File: src/rtl/read_master_csr_pkg.sv
// Shared CSR map and status packing for the DMA read/write masters.
package read_master_csr_pkg;

  localparam int unsigned CSR_ADDR_W = 4;
  localparam int unsigned CSR_DATA_W = 32;

  localparam logic [CSR_ADDR_W-1:0] CSR_CONTROL        = 4'd0;
  localparam logic [CSR_ADDR_W-1:0] CSR_STATUS         = 4'd1;
  localparam logic [CSR_ADDR_W-1:0] CSR_LENGTH         = 4'd2;
  localparam logic [CSR_ADDR_W-1:0] CSR_READ_ADDR_BASE = 4'd3;
  localparam logic [CSR_ADDR_W-1:0] CSR_USER_DATA      = 4'd4;
  localparam logic [CSR_ADDR_W-1:0] CSR_POP            = 4'd5;

  localparam int unsigned CTRL_GO_BIT    = 0;
  localparam int unsigned CTRL_FIXED_BIT = 1;
  localparam int unsigned POP_BIT        = 0;

  typedef struct packed {
    logic [CSR_DATA_W-4:0] reserved;
    logic                  fifo_full;
    logic                  fifo_empty;
    logic                  done;
  } status_t;

  function automatic logic [CSR_DATA_W-1:0] pack_status(input logic full,
                                                        input logic empty,
                                                        input logic done);
    status_t s;
    s.reserved   = '0;
    s.fifo_full  = full;
    s.fifo_empty = empty;
    s.done       = done;
    return CSR_DATA_W'(s);
  endfunction

endpackage

File: src/rtl/read_master_csr_scfifo.sv
// Single-clock show-ahead FIFO; no overflow/underflow protection, callers gate requests.
module read_master_csr_scfifo #(
  parameter int unsigned WIDTH      = 32,
  parameter int unsigned DEPTH      = 32,
  parameter int unsigned DEPTH_LOG2 = 5
) (
  input  logic                  clk,
  input  logic                  aclr,
  input  logic                  wrreq,
  input  logic [WIDTH-1:0]      data,
  input  logic                  rdreq,
  output logic [WIDTH-1:0]      q,
  output logic                  empty,
  output logic                  full,
  output logic [DEPTH_LOG2-1:0] usedw
);

  localparam int unsigned CW = DEPTH_LOG2 + 1;

  logic [WIDTH-1:0]      mem [DEPTH];
  logic [DEPTH_LOG2-1:0] wr_ptr;
  logic [DEPTH_LOG2-1:0] rd_ptr;
  logic [CW-1:0]         count;

  always_ff @(posedge clk) begin
    if (wrreq) mem[wr_ptr] <= data;
  end

  always_ff @(posedge clk or posedge aclr) begin
    if (aclr) begin
      wr_ptr <= '0;
      rd_ptr <= '0;
      count  <= '0;
    end else begin
      if (wrreq) wr_ptr <= wr_ptr + DEPTH_LOG2'(1);
      if (rdreq) rd_ptr <= rd_ptr + DEPTH_LOG2'(1);
      case ({wrreq, rdreq})
        2'b10:   count <= count + CW'(1);
        2'b01:   count <= count - CW'(1);
        default: count <= count;
      endcase
    end
  end

  // Show-ahead: head word is visible without a read request.
  assign q     = mem[rd_ptr];
  assign empty = (count == '0);
  assign full  = (count == CW'(DEPTH));
  assign usedw = count[DEPTH_LOG2-1:0];

endmodule

File: src/rtl/read_master_csr.sv
// CSR-programmed read master: streams LENGTH bytes from a base address into a
// receive FIFO that software drains through the USER_DATA/POP registers.
module read_master_csr
  import read_master_csr_pkg::*;
#(
  parameter int unsigned DATAWIDTH       = 32,
  parameter int unsigned BYTEENABLEWIDTH = 4,
  parameter int unsigned ADDRESSWIDTH    = 32,
  parameter int unsigned FIFODEPTH       = 32,
  parameter int unsigned FIFODEPTH_LOG2  = 5
) (
  input  logic                       clk,
  input  logic                       reset,
  input  logic [CSR_ADDR_W-1:0]      avs_csr_address,
  input  logic                       avs_csr_write,
  input  logic [CSR_DATA_W-1:0]      avs_csr_writedata,
  input  logic                       avs_csr_read,
  output logic [CSR_DATA_W-1:0]      avs_csr_readdata,
  output logic [ADDRESSWIDTH-1:0]    master_address,
  output logic                       master_read,
  output logic [BYTEENABLEWIDTH-1:0] master_byteenable,
  input  logic [DATAWIDTH-1:0]       master_readdata,
  input  logic                       master_readdatavalid,
  input  logic                       master_waitrequest
);

  localparam int unsigned OW = FIFODEPTH_LOG2 + 1;
  localparam int unsigned SW = OW + 1;

  logic [CSR_DATA_W-1:0]     length_reg;
  logic [CSR_DATA_W-1:0]     base_reg;
  logic [CSR_DATA_W-1:0]     status_reg;
  logic                      go;
  logic                      fixed_wr;
  logic                      fixed_d1;
  logic                      pop_strobe;
  logic [ADDRESSWIDTH-1:0]   address;
  logic [ADDRESSWIDTH-1:0]   remaining;
  logic [ADDRESSWIDTH-1:0]   length_aw;
  logic [OW-1:0]             outstanding;
  logic [OW-1:0]             fifo_used;
  logic                      accept;
  logic                      done;
  logic                      fifo_rdreq;
  logic                      fifo_empty;
  logic                      fifo_full;
  logic [FIFODEPTH_LOG2-1:0] fifo_usedw;
  logic [DATAWIDTH-1:0]      fifo_q;
  logic                      unused_csr_read;

  assign unused_csr_read = avs_csr_read;

  wire csr_wr_control = avs_csr_write && (avs_csr_address == CSR_CONTROL);
  wire csr_wr_pop     = avs_csr_write && (avs_csr_address == CSR_POP);

  // CSR register writes; go and pop are registered single-cycle strobes.
  always_ff @(posedge clk or posedge reset) begin
    if (reset) begin
      length_reg <= '0;
      base_reg   <= '0;
      go         <= 1'b0;
      fixed_wr   <= 1'b0;
      pop_strobe <= 1'b0;
    end else begin
      go         <= csr_wr_control && avs_csr_writedata[CTRL_GO_BIT];
      pop_strobe <= csr_wr_pop && avs_csr_writedata[POP_BIT];
      if (csr_wr_control) fixed_wr <= avs_csr_writedata[CTRL_FIXED_BIT];
      if (avs_csr_write && (avs_csr_address == CSR_LENGTH))
        length_reg <= avs_csr_writedata;
      if (avs_csr_write && (avs_csr_address == CSR_READ_ADDR_BASE))
        base_reg <= avs_csr_writedata;
    end
  end

  assign length_aw = ADDRESSWIDTH'(length_reg);
  assign fifo_used = fifo_full ? OW'(FIFODEPTH) : OW'(fifo_usedw);

  // Reserve FIFO space for every read in flight so responses can never overflow it.
  assign master_read = (remaining != '0) &&
                       ((SW'(fifo_used) + SW'(outstanding)) < SW'(FIFODEPTH));
  assign accept            = master_read && !master_waitrequest;
  assign master_address    = address;
  assign master_byteenable = '1;
  assign done              = (remaining == '0) && (outstanding == '0);

  // Address/length walker; a go reload wins over a same-cycle acceptance.
  always_ff @(posedge clk or posedge reset) begin
    if (reset) begin
      address   <= '0;
      remaining <= '0;
      fixed_d1  <= 1'b0;
    end else if (go) begin
      address   <= ADDRESSWIDTH'(base_reg);
      remaining <= {length_aw[ADDRESSWIDTH-1:2], 2'b00};
      fixed_d1  <= fixed_wr;
    end else if (accept) begin
      remaining <= remaining - ADDRESSWIDTH'(BYTEENABLEWIDTH);
      if (!fixed_d1) address <= address + ADDRESSWIDTH'(BYTEENABLEWIDTH);
    end
  end

  // Reads in flight; saturates at zero for stale responses arriving after reset.
  always_ff @(posedge clk or posedge reset) begin
    if (reset) begin
      outstanding <= '0;
    end else begin
      case ({accept, master_readdatavalid})
        2'b10:   outstanding <= outstanding + OW'(1);
        2'b01:   if (outstanding != '0) outstanding <= outstanding - OW'(1);
        default: outstanding <= outstanding;
      endcase
    end
  end

  always_ff @(posedge clk or posedge reset) begin
    if (reset) status_reg <= '0;
    else       status_reg <= pack_status(fifo_full, fifo_empty, done);
  end

  always_comb begin
    avs_csr_readdata = status_reg;
    case (avs_csr_address)
      CSR_LENGTH:         avs_csr_readdata = length_reg;
      CSR_READ_ADDR_BASE: avs_csr_readdata = base_reg;
      CSR_USER_DATA:      avs_csr_readdata = CSR_DATA_W'(fifo_q);
      default:            avs_csr_readdata = status_reg;
    endcase
  end

  assign fifo_rdreq = pop_strobe && !fifo_empty;

  read_master_csr_scfifo #(
    .WIDTH      (DATAWIDTH),
    .DEPTH      (FIFODEPTH),
    .DEPTH_LOG2 (FIFODEPTH_LOG2)
  ) u_fifo (
    .clk   (clk),
    .aclr  (reset),
    .wrreq (master_readdatavalid),
    .data  (master_readdata),
    .rdreq (fifo_rdreq),
    .q     (fifo_q),
    .empty (fifo_empty),
    .full  (fifo_full),
    .usedw (fifo_usedw)
  );

endmodule

File: config.mk
export PLATFORM = sky130hd
export DESIGN_NAME = read_master_csr
export DESIGN_NICKNAME = d
export VERILOG_FILES = /design/src/rtl/read_master_csr_pkg.sv /design/src/rtl/read_master_csr_scfifo.sv /design/src/rtl/read_master_csr.sv
export SDC_FILE = /design/constraint.sdc
export NUM_CORES = 1
export LEC_CHECK = 0
export CORE_MARGIN = 2
export CORE_UTILIZATION = 50
export DETAILED_ROUTE_END_ITERATION = 6
export GPL_ROUTABILITY_DRIVEN = 1
export GPL_TIMING_DRIVEN = 0
export PLACE_DENSITY = 0.67
export SKIP_LAST_GASP = 1
export SLEW_MARGIN = 20
export SYNTH_ARGS = -nofsm -noshare
export SYNTH_HDL_FRONTEND = slang
export SYNTH_SLANG_ARGS = --single-unit
File: constraint.sdc
create_clock -name clk -period 14 [get_ports clk]
set_input_delay 1.4 -clock clk [delete_from_list [all_inputs] [get_ports clk]]
set_output_delay 1.4 -clock clk [all_outputs]
set_load 0.02 [all_outputs]
==> results.txt, run 1 <==
* Status: finished, violations left
- The checks that failed: design-rule violations.
- Once placement completed, the tool counted placed cells totaling 3,849.
* Synth area leaders: sky130_fd_sc_hd__edfxtp_1 (65%), sky130_fd_sc_hd__mux4_2 (14%), sky130_fd_sc_hd__dfrtp_1 (8.2%), sky130_fd_sc_hd__mux2i_1 (2.2%), sky130_fd_sc_hd__mux2_2 (2.1%)
- Number of endpoints failing setup at the final stage: 0
- Number of buffers created by CTS: 115
- Die Y: 312 um
- The root buffer cell chosen for the clock tree is sky130_fd_sc_hd__clkbuf_16.
* Via count: 24,800
- The clock network accounts for 31.7% of the total power.
- The first detailed-routing pass took 7 iterations.
- Dividing the detail-routed wire length by the instance count gives 29.3 um.
* Sequential element share of the synthesized area: 73.0%
- Worst path required time: 12.60 ns
- Clock Sink Count: 1,179
- Of the total power, combinational logic draws 24.2%.
* Total count of hold-check failures in the final report: 0
* Post-DP Area: 51,800 um^2
- Across the run, the number of max-cap violations was 0.
* Mean Syn Cell Area: 19.7 um^2
* Maximum number of pins on one net before global-route repair: 88
- Net total in the final layout: 2,809
- Of all nets on the critical path, the largest fanout is 10.
- In this run the post-CTS setup repair buffer count came out at 0.
- Summing every instance area after synthesis gives 47,400 um^2.
- Peak supply drop: 0.000107 V
* Largest register FFs: 1,024
* Sw frac: 28.2%
* Ys Warns: 0
- The worst register-to-register path begins at u_fifo.count[0].
* Residual antenna-violating net count after detailed routing: 0
- Area added between synthesis and finish: 16.9%
- Hold path cells: 1
- CP startpoint kind: register
* Number of different library cells in the post-synthesis netlist: 59
- Post-route insts no fill: 4,067
* Die area: 97,400 um^2
- Final Cycle Share: 49.7%
* Unrepaired setup endpoints after global routing: no
- Worst slew pin tran: 1.11 ns
- Dividing total power by cell area gives a power density of 177 nW/um^2.
- Core area: 93,600 um^2
- Cell with the biggest individual delay on the critical path: sky130_fd_sc_hd__clkbuf_1
- Highest attainable clock frequency: 0.144 GHz
- The via count of the first global-routing pass came to 25,700.
- The number of max-slew violations in the final report was 0.
- Initial core utilization: 50.7%
* Cell type group with the largest total delay on the critical path: buffers and inverters
- CP Capture Type: output port
- In this run, synthesis inferred 1,024 flip-flops with an integrated enable.
* Gate count of the mapped netlist: 2,410
- In this run the most critical hold path is launched from u_fifo.count[5].
- Post-cts sizing count: 0
- Global routing used 24.6% of the available tracks across all layers.
- The critical path contains buffers and inverters numbering 6 combined.
* Combined area of the multi-input logic cells: 12,400 um^2
- Later-pin clock latency in the skew report: 0.70 ns
- Sum of negative setup slack: 0 ns
- Headroom to the max-slew limit: 25.8%
* WL final: 119 mm
- Of the post-synthesis cell area, the dominant cell type holds 64.8%.
- Register bank with the most flops: u_fifo.mem
* Ports: 143
- CP max stage delay: 0.71 ns
- The congestion estimate from routability-driven global placement came to 0.893.
- The number of antenna violations at the first check in global routing was 10.
- Reg2Reg Depth: 15
- Final non-filler cell area: 55,500 um^2
* End point of the most critical hold path: status_reg[1]
- Reg-to-reg critical path endpoint: outstanding[5]
* Fill cell instance count of the final layout: 6,807
- The analysis attributes to cell leakage a power of 17.9 nW.
* Cts-stage hold buffer count: 0
- Critical Path, Cell by Cell: buf_2, buf_2, clkbuf_1, clkbuf_1, clkbuf_1, mux4_2, mux2i_1, o22ai_1, a211o_1, clkdlybuf4s50_1
- The analysis attributes to net switching a power of 2.77 mW.
- Post-layout util: 59.2%
- The clock period could shrink to 6.95 ns.
- Setup slack of the most critical reg-to-reg path: 9.03 ns
- The sequential cells in the finished layout cover a total of 34,600 um^2.
* Max Clock Skew: 0.0169 ns
- The floorplan has 112 rows.
- Global-route wire length before repair: 176 mm
- The synthesized design contains 1,179 register bits.
- Cell type with the highest aggregate area in the netlist: sky130_fd_sc_hd__edfxtp_1
- During placement, the flow inserted port buffers numbering 135.
- CTS H-tree depth: 3
- In this run the deepest clock path goes through 3 buffers.
- Total DRC errors in the routed layout: 1
- The internal power of the cells totals 7.05 mW.
* Overflow left after global routing: 0
- The critical path is of the reg -> out type.
* Overall die width: 312 um
- Routed vias/inst: 6.11
* Most frequently used flop master after synthesis: sky130_fd_sc_hd__edfxtp_1
* Sum of net half-perimeters after detailed placement: 81.5 mm
- Most numerous cell on the critical path: sky130_fd_sc_hd__clkbuf_1
* Most common cell after layout, fill and taps aside: sky130_fd_sc_hd__edfxtp_1
- Worst-path clk slew: 0.06 ns
* Initial DRC count: 3,107
* Worst hold path type: reg -> reg
- Commonest cells after routing, fill and taps aside: sky130_fd_sc_hd__edfxtp_1 (1,024), sky130_fd_sc_hd__mux4_2 (288), sky130_fd_sc_hd__dfrtp_1 (155), sky130_fd_sc_hd__clkbuf_1 (121), sky130_fd_sc_hd__clkbuf_16 (116)
- Antenna Diode Count: 0
* CTS tree: built
- Of the cells placed in the final design, the portion with a size suffix greater than 1 is 24.8%.
* Signal arrival time at the worst endpoint: 5.55 ns
* Asr flop ratio synth: 13.1%
- Sequential fraction of design power: 44.0%
-- per-layer routing --
layer | vias up | track usage, % | wire length, um
met5 | - | 0 | 80
met4 | 12 | 8.26 | 3720
met3 | 224 | 3.97 | 8300
met2 | 1055 | 41.1 | 59300
met1 | 13100 | 33.5 | 47500
li1 | 10400 | - | -
-- cell families (layout without fill, tap and decap cells) --
logic type               count (synthesis)  in the layout  share of synthesized area (%)
other                                    1              4                        0.00790
AO/OA/AOI/OAI                          121            121                           1.63
AND/OR/NAND/NOR                        379            379                           4.12
flip-flops                            1179           1179                           73.0
buffers and inverters                  155            555                           1.33
adder cells (fa/ha/maj)                 23             23                          0.638
XOR/XNOR                                72             72                           1.33
multiplexers                           480            480                           18.0
-- final cells by class --
cell class / count / share of cell area (%)
timing repair buffer: 182 / 4.27
clock inverter: 67 / 1.38
clock buffer: 151 / 5.49
multi-input combinational: 1079 / 22.4
inverter: 18 / 0.135
sequential: 1179 / 62.4
tap: 1254 / 2.83
buffer: 137 / 1.02
-- power groups by stage --
stage | Clock (mW) | Sequential [mW] | Combinational [mW]
final | 3.12 | 4.32 | 2.38
after global placement | 0 | 4.39 | 2.25
after floorplan | 0 | 4.36 | 1.57
after global routing | 3.30 | 4.35 | 2.55
after CTS | 3.15 | 4.32 | 2.42
after detailed placement | 0 | 4.39 | 2.40
-- Yosys cell counts, types with 8 or more instances --
cell type,instances
sky130_fd_sc_hd__edfxtp_1,1024
sky130_fd_sc_hd__mux4_2,288
sky130_fd_sc_hd__dfrtp_1,155
sky130_fd_sc_hd__mux2i_1,102
sky130_fd_sc_hd__mux2_2,90
sky130_fd_sc_hd__nor2_1,89
sky130_fd_sc_hd__clkbuf_1,88
sky130_fd_sc_hd__nand2_1,76
sky130_fd_sc_hd__o21ai_0,49
sky130_fd_sc_hd__nand3_1,42
sky130_fd_sc_hd__xnor2_1,37
sky130_fd_sc_hd__xor2_1,35
sky130_fd_sc_hd__o22ai_1,31
sky130_fd_sc_hd__nor4_1,28
sky130_fd_sc_hd__buf_2,26
sky130_fd_sc_hd__or3_1,26
sky130_fd_sc_hd__nor2b_1,25
sky130_fd_sc_hd__nand4_1,23
sky130_fd_sc_hd__ha_1,21
sky130_fd_sc_hd__nor3_1,20
sky130_fd_sc_hd__buf_1,19
sky130_fd_sc_hd__inv_1,17
sky130_fd_sc_hd__a211o_1,9
sky130_fd_sc_hd__a21oi_1,8
-- stage by stage --
stage | power, mW | hold slack, ns | setup WS [ns]
final | 9.82 | 0.498 | 7.05
after CTS | 9.89 | 0.495 | 7.07
after global routing | 10.2 | 0.539 | 6.87
after detailed placement | 6.79 | 0.481 | 7.29
after floorplan | 5.93 | 0.447 | 8.42
after global placement | 6.64 | 0.480 | 6.01
-- how the worst max path moves through the flow --
| stage | startpoint | end | slack [ns] | depth (start not counted) |
|---|---|---|---|---|
| 4_1_cts | u_fifo.rd_ptr[1] | avs_csr_readdata[5] | 7.07 | 10 |
| 6_report | u_fifo.rd_ptr[1] | avs_csr_readdata[22] | 7.05 | 10 |
| 2_1_floorplan | reset | base_reg[0] | 8.42 | 1 |
| 3_5_place_dp | avs_csr_address[1] | avs_csr_readdata[1] | 7.29 | 9 |
| 5_1_grt | u_fifo.rd_ptr[1] | avs_csr_readdata[5] | 6.87 | 10 |
| 3_3_place_gp | reset | pop_strobe | 6.01 | 2 |
Power figures use the tool's default switching activity.
==> inputs of run 2 (changes only) <==
==> constraint.sdc (replaced) <==
create_clock -name clk -period 6.55 [get_ports clk]
set_input_delay 0.655 -clock clk [delete_from_list [all_inputs] [get_ports clk]]
set_output_delay 0.655 -clock clk [all_outputs]
set_load 0.02 [all_outputs]
==> results of run 2 <==
Same layout as run 1 (identical final DEF). Status: finished, violations left: design-rule violations.
Main changes from that run: setup slack after placement 7.29 ns -> 1.10 ns; setup slack after layout 7.05 ns -> 0.343 ns; hold slack 0.498 ns -> 0.404 ns; register-to-register setup slack 9.03 ns -> 1.58 ns; end point of the worst hold path status_reg[1] -> pop_strobe; total power 9.82 mW -> 21.0 mW; worst IR drop on VDD 0.000107 V -> 0.000230 V
